File: config.mk
export PLATFORM = sky130hd
export DESIGN_NAME = grant_dispatch
export DESIGN_NICKNAME = d
export VERILOG_FILES = /design/src/rtl/rr_arb_pkg.sv /design/src/rtl/onehot_encoder.sv /design/src/rtl/grant_dispatch.sv
export SDC_FILE = /design/constraint.sdc
export NUM_CORES = 1
export LEC_CHECK = 0
export CORE_AREA = 3 3 82 84
export DETAILED_ROUTE_END_ITERATION = 8
export DIE_AREA = 0 0 85 87
export GPL_ROUTABILITY_DRIVEN = 0
export GPL_TIMING_DRIVEN = 0
export PLACE_DENSITY = 0.87
export SYNTH_ARGS = -nofsm -noshare
export SYNTH_HDL_FRONTEND = slang
export SYNTH_SLANG_ARGS = --single-unit
File: constraint.sdc
create_clock -name clk -period 1.7 [get_ports clk]
set_input_delay 0.34 -clock clk [delete_from_list [all_inputs] [get_ports clk]]
set_output_delay 0.34 -clock clk [all_outputs]
set_load 0.005 [all_outputs]
File: src/rtl/rr_arb_pkg.sv
// Shared defaults and FSM state type for the grant dispatcher.
package rr_arb_pkg;

  localparam int DEF_INPUT_WIDTH = 4;
  localparam int DEF_DATA_WIDTH  = 8;
  localparam int DEF_CNT_WIDTH   = 8;

  typedef enum logic {
    IDLE = 1'b0,
    SEND = 1'b1
  } state_t;

endpackage

File: src/rtl/onehot_encoder.sv
// Combinational grant decoder: index of the set bit plus one-hot / multi-hot flags.
module onehot_encoder #(
  parameter int WIDTH = 4,
  parameter int IDX_W = 2
) (
  input  logic [WIDTH-1:0] i_grant,
  output logic [IDX_W-1:0] o_index,
  output logic             o_one_hot,
  output logic             o_multi_hot
);

  localparam logic [WIDTH-1:0] ONE = WIDTH'(1);

  logic [WIDTH-1:0] w_low_cleared;

  // Index is only meaningful when o_one_hot is set.
  always_comb begin
    o_index = '0;
    for (int i = 0; i < WIDTH; i++) begin
      if (i_grant[i]) begin
        o_index = i[IDX_W-1:0];
      end
    end
  end

  // Clearing the lowest set bit leaves something behind only if 2+ bits were set.
  assign w_low_cleared = i_grant & (i_grant - ONE);
  assign o_multi_hot   = |w_low_cleared;
  assign o_one_hot     = (|i_grant) & ~o_multi_hot;

endmodule

File: src/rtl/grant_dispatch.sv
// Captures the payload of the granted requester into a single-entry output
// stage with valid/ready handshake, one-cycle Ack and saturating grant counters.
module grant_dispatch
  import rr_arb_pkg::*;
#(
  parameter int INPUT_WIDTH = DEF_INPUT_WIDTH,
  parameter int DATA_WIDTH  = DEF_DATA_WIDTH,
  parameter int CNT_WIDTH   = DEF_CNT_WIDTH
) (
  input  logic                                                    clk,
  input  logic                                                    rst_n,
  input  logic [INPUT_WIDTH-1:0]                                  Grant,
  input  logic [INPUT_WIDTH*DATA_WIDTH-1:0]                       Data,
  output logic [INPUT_WIDTH-1:0]                                  Ack,
  output logic [DATA_WIDTH-1:0]                                   Out_data,
  output logic [((INPUT_WIDTH > 1) ? $clog2(INPUT_WIDTH) : 1)-1:0] Out_id,
  output logic                                                    Out_valid,
  input  logic                                                    Out_ready,
  output logic                                                    Err_multi,
  output logic [INPUT_WIDTH*CNT_WIDTH-1:0]                        Grant_cnt
);

  localparam int ID_W = (INPUT_WIDTH > 1) ? $clog2(INPUT_WIDTH) : 1;
  localparam logic [CNT_WIDTH-1:0] CNT_ONE = CNT_WIDTH'(1);

  state_t                  r_state;
  state_t                  w_state_next;
  logic                    w_capture;
  logic [ID_W-1:0]         w_idx;
  logic                    w_one_hot;
  logic                    w_multi_hot;
  logic [DATA_WIDTH-1:0]   w_slice [INPUT_WIDTH];

  logic [INPUT_WIDTH-1:0]  r_ack;
  logic [DATA_WIDTH-1:0]   r_data;
  logic [ID_W-1:0]         r_id;
  logic                    r_err;

  onehot_encoder #(
    .WIDTH (INPUT_WIDTH),
    .IDX_W (ID_W)
  ) u_encoder (
    .i_grant     (Grant),
    .o_index     (w_idx),
    .o_one_hot   (w_one_hot),
    .o_multi_hot (w_multi_hot)
  );

  always_ff @(posedge clk or negedge rst_n) begin
    if (!rst_n) begin
      r_state <= IDLE;
    end else begin
      r_state <= w_state_next;
    end
  end

  // A grant is taken when the output stage is empty or being drained this cycle.
  always_comb begin
    w_state_next = r_state;
    w_capture    = 1'b0;
    case (r_state)
      IDLE: begin
        if (w_one_hot) begin
          w_capture    = 1'b1;
          w_state_next = SEND;
        end
      end
      SEND: begin
        if (Out_ready) begin
          if (w_one_hot) begin
            w_capture = 1'b1;
          end else begin
            w_state_next = IDLE;
          end
        end
      end
      default: begin
        w_state_next = IDLE;
      end
    endcase
  end

  always_ff @(posedge clk or negedge rst_n) begin
    if (!rst_n) begin
      r_ack  <= '0;
      r_data <= '0;
      r_id   <= '0;
      r_err  <= 1'b0;
    end else begin
      r_ack <= w_capture ? Grant : '0;
      if (w_capture) begin
        r_data <= w_slice[w_idx];
        r_id   <= w_idx;
      end
      if (w_multi_hot) begin
        r_err <= 1'b1;
      end
    end
  end

  genvar gi;
  generate
    for (gi = 0; gi < INPUT_WIDTH; gi++) begin : g_req
      logic [CNT_WIDTH-1:0] r_cnt;

      assign w_slice[gi] = Data[gi*DATA_WIDTH +: DATA_WIDTH];

      // Grant is one-hot whenever w_capture is set, so Grant[gi] selects the slot.
      always_ff @(posedge clk or negedge rst_n) begin
        if (!rst_n) begin
          r_cnt <= '0;
        end else if (w_capture && Grant[gi] && (r_cnt != '1)) begin
          r_cnt <= r_cnt + CNT_ONE;
        end
      end

      assign Grant_cnt[gi*CNT_WIDTH +: CNT_WIDTH] = r_cnt;
    end
  endgenerate

  assign Ack       = r_ack;
  assign Out_data  = r_data;
  assign Out_id    = r_id;
  assign Out_valid = (r_state == SEND);
  assign Err_multi = r_err;

endmodule

---- Word-level counts from Yosys, hierarchy flattened ----
Index checks and enable logic that the tools add are counted.
W data, S select, Z words.
word-level totals
  register bits after elaboration ......... 48
  output and inout bits ................... 48
  input bits .............................. 39
cells by class
  equal/unequal tests ..................... 4
  reduce and logical (&&, ||, !) cells .... 10
  muxes and demuxes ....................... 12
  magnitude comparators ................... 1
  add/subtract/negate cells ............... 5
  bitwise gates (word level) .............. 5
operators by type and width
  operator               number
  $add A8 B1 Y8 const B  4
  $ne A8 B8 Y1 const B   4
  $bmux W8 S2            1
  $mux W8                2
  $logic_and A1 B1 Y1    8
  $reduce_or A4 Y1       2
  $and A4 B4 Y4          1
  $mux W1                4
  $mux W2                2
  $mux W4                1
  $pmux W1 S2            2
  $sub A4 B1 Y4 const B  1
  $ge A3 B3 Y1 const B   1
  $not A2 Y3             1
  $not A1 Y1             2
  $and A1 B1 Y1          1

---- Depth between registers and ports, before layout ----
Gate-level depths: netlist (run 1).
  depth in word-level cells ............... 10
  depth in mapped cells ................... 6
  mapped depth without buffers ............ 5

---- By module ----
A second synthesis (run 1) with hierarchy kept.
unflattened totals
  cell total of the unflattened synthesis .. 200
  area, all modules ....................... 2414.8 um2
by module, submodules not included
  module          area each (um2)  times used  cells an instance  seq. area each (um2)
  grant_dispatch  2342.2           1           189                1201.2
  onehot_encoder  72.6             1           11                 0.0

---- Least setup slack after synthesis (run 1) ----
Ideal clock, no wire load.
  path kind ............................... input-to-reg
  start ................................... input port Grant[0]
  end ..................................... register g_req[1].r_cnt[5]
  stages .................................. 5
  buffers on the path ..................... 1
  library setup time ...................... 0.127 ns
  path slack .............................. -0.099 ns
  data required time ...................... 1.573 ns
  arrival ................................. 1.671 ns
  cells stage by stage .................... buf_2 > or2_4 > or4_4 > nor2_2 > mux2_1
on the way
  word-level cells in the longest chain between the ends .. 10
  elaborated cells on any way between the ends .. 11
ends and longest elaborated chain
  what                                   RTL line                                    RTL
  start, declared                        grant_dispatch.sv:12                        input logic [INPUT_WIDTH-1:0] Grant,
  $sub A4 B1 Y4                          onehot_encoder.sv:27                        assign w_low_cleared = i_grant & (i_grant - ONE);
  $and A4 B4 Y4                          onehot_encoder.sv:27
  $reduce_or A4 Y1                       onehot_encoder.sv:28                        assign o_multi_hot = |w_low_cleared;
  $not A1 Y1                             onehot_encoder.sv:29                        assign o_one_hot = (|i_grant) & ~o_multi_hot;
  $and A1 B1 Y1 (*)                      onehot_encoder.sv:29
  $mux W1 (*)                            grant_dispatch.sv:63, grant_dispatch.sv:70
  $mux W1                                grant_dispatch.sv:69                        if (Out_ready) begin
  $pmux W1 S2 (*)                        grant_dispatch.sv:61                        case (r_state)
  $logic_and A1 B1 Y1 (*) (2 in series)  grant_dispatch.sv:112                       end else if (w_capture && Grant[gi] && (r_cnt != '1)) begin
  end signal, assigned                   grant_dispatch.sv:113                       r_cnt <= r_cnt + CNT_ONE;
  end, declared                          grant_dispatch.sv:104                       logic [CNT_WIDTH-1:0] r_cnt;
Mark *: on every way between the ends. The rest lies on a longest branch, timed or not.
A chain may end at the register's enable or synchronous reset.

---- Worst setup path in the final report (run 1) ----
  start ................................... register g_req[1].r_cnt[3]
  end ..................................... output port Grant_cnt[11]
RTL lines
  what           RTL line              RTL
  end, declared  grant_dispatch.sv:20  output logic [INPUT_WIDTH*CNT_WIDTH-1:0] Grant_cnt
No word-level cell between the ends.

==> results of run 1 <==
==> Yosys cell counts (2+ instances only) <==
library cell  count
a21boi_0          2
a21oi_1           4
a22oi_1           7
and3_1            7
buf_2             3
clkbuf_1          3
dfrtp_1          48
ha_1              4
inv_1             8
mux2_2           18
mux2i_1           9
nand2_1          11
nand2b_1          5
nand3_1          15
nand4_1           8
nand4b_1          2
nor2_1           12
nor2b_1           6
nor3_1            6
nor3b_1           4
o21ai_0           9
o21bai_1          2
xnor2_1           4
xor2_1           11
==> through the flow <==
stage	hold slack (ns)	util (%)
finish	0.03111	60.76
global route	0.06172	60.76
CTS	0.03767	59.98
detailed placement	0.3704	57.21
global placement	0.4579	56.95
floorplan	0.04441	-
==> cells by family (layout without fill, tap and decap cells) <==
family | after synthesis | in the layout | share of synthesized area (%)
simple gates | 86 | 87 | 19.95
flops | 48 | 48 | 48.48
compound gates | 34 | 34 | 9.242
mux | 28 | 28 | 12.27
xor+xnor | 15 | 15 | 5.303
buf+inv | 15 | 113 | 2.727
fa+ha+maj | 4 | 4 | 2.020
==> where the power goes <==
part	internal [mW]	switching, mW	total [mW]
logic	0.799	0.417	1.22
registers	1.40	0.268	1.66
clock network	0.331	0.373	0.704
==> layout make-up <==
type                    instances  area, um2  area share (%)
clock inverters                 1      7.507          0.2063
inverters                       8      30.03          0.8250
multi-input cells             168       1290           35.44
clock buffers                   7      86.33           2.372
repair buffers                 91      893.4           24.54
flip-flops and latches         48       1205           33.10
well taps                      75      93.84           2.578
plain buffers                   6      33.78          0.9282
==> layer usage <==
layer  global-route usage (%)  wire, um  vias to the layer above
met5                        0         0                        -
met2                    30.79      3066                       70
li1                         -         -                     1031
met4                    3.453        44                        0
met1                    20.47      2724                     1002
met3                    5.866       434                        5
==> sequential cells by signal, indices dropped and copies added (netlist names) <==
name         count
g_req.r_cnt     32
Err_multi        1
Out_id           2
Ack              4
Out_valid        1
Out_data         8
==> placed cells by master, fill, tap and decap left out, drive strengths merged, types with 8 or more instances in the layout <==
cell type,synthesis,layout
nand4,8,8
buf,4,12
inv,8,8
mux2i,9,9
nand2,11,11
dfrtp,48,48
nand3,15,15
nor2,14,15
o21ai,10,10
clkbuf,3,11
xor2,11,11
mux2,19,19
clkdlybuf4s50,0,80
==> worst min-delay path by stage <==
stage                         start                end  slack [ns]  depth (start not counted)
after floorplan               rst_n             Ack[0]        0.04                          0
after global placement    Err_multi          Err_multi        0.46                          1
after detailed placement      rst_n  g_req[1].r_cnt[6]        0.37                          1
after CTS                     rst_n  g_req[1].r_cnt[6]        0.04                          1
after global routing          rst_n  g_req[1].r_cnt[6]        0.06                          1
final                         rst_n  g_req[1].r_cnt[5]        0.03                          1
==> repair_timing <==
action | 4_1_cts | 5_1_grt
gates resized for setup | 11 | 13
cloned | 1 | 0
setup endpoints to repair | 32 | 26
setup buffers | 3 | 3
pin swaps | 6 | 2
==> flow_summary.json, run 1 <==
{
  "status": "complete, no violations",
  "placed_area_um2": 3427,
  "timing.critical_path.max_delay_family": "buffers and inverters",
  "vias": 2108,
  "rows": 28,
  "setup_repair_after_global_routing_missed_its_margin": "no",
  "timing.final.setup_violations": 0,
  "drtPass1Iterations": 4,
  "final_area_um2": 3640,
  "synth-async-reset-ratio_pct": 100.0,
  "die_x_um": 85,
  "reg2reg_setup_slack_ns": 0.09,
  "floorplan.core_area_um2": 5991,
  "setup_tns_ns": 0,
  "finalNetCount": 371,
  "setup.worst_path.start_class": "flop",
  "buffer_ports.inserted": 84,
  "critPathCaptureType": "output port",
  "drv.max_cap_violation_count": 0,
  "dieArea_um2": 7395,
  "average_routed_wire_per_standard_cell_um": 15.52,
  "cts_sink_cnt": 48,
  "synth.largest_area_cell": "dfrtp_1",
  "worstSetupStartpoint": "g_req[1].r_cnt[3]",
  "crit_slowest_cell": "clkdlybuf4s50_1",
  "power.total_mw": 3.585,
  "synth.cell_area_um2": 2477,
  "critical_path.max_stage_delay_ns": 0.54,
  "grt_pass1_wl_um": 10320,
  "layout_overhead_on_the_synthesized_area_pct": 46.92,
  "worst-path-stages": 1,
  "cp_data_required_time_ns": 1.36,
  "root_buffer": "clkbuf_8",
  "post-route-worst-setup-slack_ns": 0.07024,
  "track_usage_pct": 17.34,
  "drtIter0Drc": 62,
  "detailed_place_hpwl_um": 4564,
  "critical_path.endpoint": "Grant_cnt[11]",
  "synth_fp_nets": 273,
  "floorplan.initialDensity_pct": 41.35,
  "hp-class": "input pin to asynchronous set/reset pin",
  "netlist_instances": 230,
  "r2r.worst_path.cells": 4,
  "finalClockSkew_ns": 0.01269,
  "irDropWorstVdd_uv": 768.6,
  "static-leakage-power_nw": 1.573,
  "yosys_most_used_dff": "dfrtp_1",
  "worst-endpoint-arrival_ns": 1.29,
  "clk_pin_slew_worst_setup_hold_paths_ns": 0.09,
  "global_route.overflow_total": 0,
  "timing.final.crit_share_pct": 95.87,
  "ioPinCount": 87,
  "holdBufCountCts": 0,
  "clkLatencyLatePin_ns": 0.30,
  "pin_count_of_the_biggest_net_entering_global_routing": 26,
  "hold_viol": 0,
  "synth-seq-area-share_pct": 48.48,
  "timing_worst_setup_path_type": "flop to output port",
  "period_minus_slack_ns": 1.630,
  "clock_tree.buffer_depth": 2,
  "worst-slew-pin-transition_ns": 0.5895,
  "routed_via_density": 5.218,
  "number_of_antenna_violating_nets_in_the_routed_design": 0,
  "cts_inserted_buffers": 5,
  "worstReg2RegStart": "Out_valid",
  "pwr_density_cell_nw_per_um2": 985.1,
  "final_max_slew_viol_count": 0,
  "ys.warnings.count": 0,
  "worstPathMaxFanout": 6,
  "worst_slew_margin_rel_pct": 60.70,
  "synthDominantCellAreaShare_pct": 48.48,
  "post_synth_num_cell_types": 46,
  "pre_cts_ws_ns": -0.5871,
  "nFillCells": 509,
  "first_global_vias": 2183,
  "drcViolationCount": 0,
  "layout-drive-gt1-share_pct": 17.63,
  "number_of_flops_mapped_to_enable_cells_by_yosys": 0,
  "chipHeight_um": 87,
  "htree_num_levels": 2,
  "worst_path_cell_trace": "clkdlybuf4s50_1",
  "worstReg2RegEnd": "g_req[1].r_cnt[1]",
  "syn_avg_cell_area_um2": 10.77,
  "placed_cells_incl_taps": 390,
  "synthesis_stage_register_bit_count": 48,
  "synthTopCellsByArea": "dfrtp_1, mux2_2, xor2_1, mux2i_1, nand3_1",
  "cts_tree": "yes",
  "worst_path_buffer_plus_inverter_count": 1,
  "routed_wl_um": 6270,
  "fmax_mhz": 613.6,
  "post_layout_nonfiller_instances": 404,
  "grt_antenna_before_repair": 0,
  "diodes": 0
}
No activity file was read; power rests on OpenSTA's default activity.
==> inputs of run 2 (changes only) <==
- CORE_AREA: 3 3 82 84 -> 3 3 79 81
- DIE_AREA: 0 0 85 87 -> 0 0 82 84
- PLACE_DENSITY: 0.87 -> 0.89
- clock period: 1.7 -> 1.8 ns (I/O delays scaled with it)
==> run 2 against run 1 <==
Core utilization rose by 3.9 points. Count of clock-buffer cells in the layout rose by 1. Via count rose by 0.76%. Register-to-register slack barely moved. First-iteration DRC count rose by 11%. Routed wire length fell by 3.7%. Non-clock buffer count fell by 1. Total power fell by 7.4%. Worst setup slack got worse by 0.028 ns. Sequential power fell by 5%. Cell count fell by 1.2%. Largest cell class unchanged. Largest power group unchanged. Highest routed layer unchanged.
==> flow_summary.json, run 2 (synthesis gave the netlist of run 1 again) <==
{
  "cts_sink_cnt": 48,
  "critical_path.max_stage_delay_ns": 0.57,
  "global_route.overflow_total": 0,
  "cts_inserted_buffers": 5,
  "drtIter0Drc": 69,
  "worst-slew-pin-transition_ns": 0.5317,
  "floorplan.initialDensity_pct": 44.72,
  "cp_data_required_time_ns": 1.98,
  "finalNetCount": 369,
  "reg_with_most_ffs": "g_req.r_cnt",
  "pwr_density_cell_nw_per_um2": 926.3,
  "rows": 27,
  "drtPass1Iterations": 4,
  "status": "complete, no violations",
  "worstReg2RegStart": "Out_valid",
  "worst_slew_margin_rel_pct": 64.55,
  "period_minus_slack_ns": 1.758,
  "clock_tree.buffer_depth": 2,
  "average_routed_wire_per_standard_cell_um": 15.14,
  "largest_reg_flops": 32,
  "timing.critical_path.max_delay_family": "simple AND/OR/NAND/NOR gates",
  "finalClockSkew_ns": 0.005306,
  "layout-drive-gt1-share_pct": 14.37,
  "pre_cts_ws_ns": -0.5075,
  "drv.max_cap_violation_count": 0,
  "floorplan.core_area_um2": 5540,
  "worstSetupStartpoint": "Out_ready",
  "worst-endpoint-arrival_ns": 1.94,
  "static-leakage-power_nw": 1.549,
  "irDropWorstVdd_uv": 707.1,
  "buffer_ports.inserted": 84,
  "worst_path_buffer_plus_inverter_count": 1,
  "most_frequent_standard_cell_in_the_layout_excluding_fill_and_tap_cells": "clkdlybuf4s50_1",
  "detailed_place_hpwl_um": 4531,
  "clk_pin_slew_worst_setup_hold_paths_ns": 0.08,
  "final_max_slew_viol_count": 0,
  "vias": 2124,
  "layout_common_cells": "clkdlybuf4s50_1, dfrtp_1, mux2_2",
  "pin_count_of_the_biggest_net_entering_global_routing": 27,
  "cts_tree": "yes",
  "die_x_um": 82,
  "setup.worst_path.start_class": "input pin",
  "worstPathMaxFanout": 5,
  "hold_viol": 0,
  "setup_repair_after_global_routing_missed_its_margin": "yes",
  "number_of_antenna_violating_nets_in_the_routed_design": 0,
  "routed_wl_um": 6041,
  "routed_via_density": 5.323,
  "critPathCaptureType": "flop",
  "drcViolationCount": 0,
  "root_buffer": "clkbuf_8",
  "grt_antenna_before_repair": 0,
  "worst_path_cell_trace": "clkdlybuf4s50_1, nor2b_1, or4_4, nor2_2, mux2_1",
  "timing.final.setup_violations": 0,
  "power.total_mw": 3.320,
  "crit_slowest_cell": "or4_4",
  "layout_overhead_on_the_synthesized_area_pct": 44.70,
  "chipHeight_um": 84,
  "htree_num_levels": 2,
  "grt_pass1_wl_um": 10050,
  "post-route-worst-setup-slack_ns": 0.04219,
  "nFillCells": 467,
  "diodes": 0,
  "ioPinCount": 87,
  "hp-class": "input pin to asynchronous set/reset pin",
  "dieArea_um2": 6888,
  "timing_worst_setup_path_type": "input pin to flop",
  "fmax_mhz": 568.9,
  "first_global_vias": 2173,
  "clkLatencyLatePin_ns": 0.29,
  "timing.final.crit_share_pct": 97.66,
  "track_usage_pct": 18.65
}
==> run 2: final timing paths <==
kind                                endpoint  slack, ns  depth (start not counted)
hold reg to reg                    Err_multi       0.48                          1
setup reg to reg           g_req[1].r_cnt[5]       0.10                          4
max in group asynchronous             Ack[3]       1.24                          2
hold / removal             g_req[1].r_cnt[4]       0.03                          1
setup / recovery           g_req[1].r_cnt[5]       0.04                          5
min in group clk                      Ack[1]       0.44                          3
==> run 2: metal layers <==
metal / vias up / share of wire (%) / wire length (um) / global-route usage [%]
met1: 1017 / 40 / 2439 / 22.28
met2: 75 / 50 / 3016 / 32.33
met4: 0 / 1.7 / 103 / 6.042
met5: - / 0 / 0 / 0
met3: 11 / 8.0 / 482 / 4.320
li1: 1021 / - / - / -
==> run 2: area by class of cell <==
class                      count  area [um2]  area share, %
clock buffer                   8       90.09          2.513
sequential                    48        1201          33.51
inverter                       8       30.03         0.8377
multi-input combinational    167        1236          34.49
tap                           72       90.09          2.513
buffer                         6       33.78         0.9424
timing repair buffer          90       903.4          25.20
==> run 2: through the flow <==
stage	cells	TNS, ns	hold WS [ns]	instance area (um2)	utilization (%)
4_1_cts	400	0	0.05086	3581	64.63
2_1_floorplan	230	0	0.06441	2477	-
6_report	399	0	0.03423	3585	64.70
3_5_place_dp	387	-14.19	0.3747	3423	61.79
3_3_place_gp	386	-58.17	0.4491	3408	61.52
5_1_grt	399	0	0.06706	3585	64.70
==> run 2: what timing repair did <==
action,CTS,global route
endpoints found under the setup margin,20,11
setup buffers,5,0
hold buffers,0,0
endpoints found under the hold margin,0,0
resized for setup,5,2
pin swaps,3,1
==> run 2: power by group <==
group / switching [mW] / internal [mW]
clock network: 0.335 / 0.314
registers: 0.253 / 1.31
logic: 0.373 / 0.731
total: 0.961 / 2.36
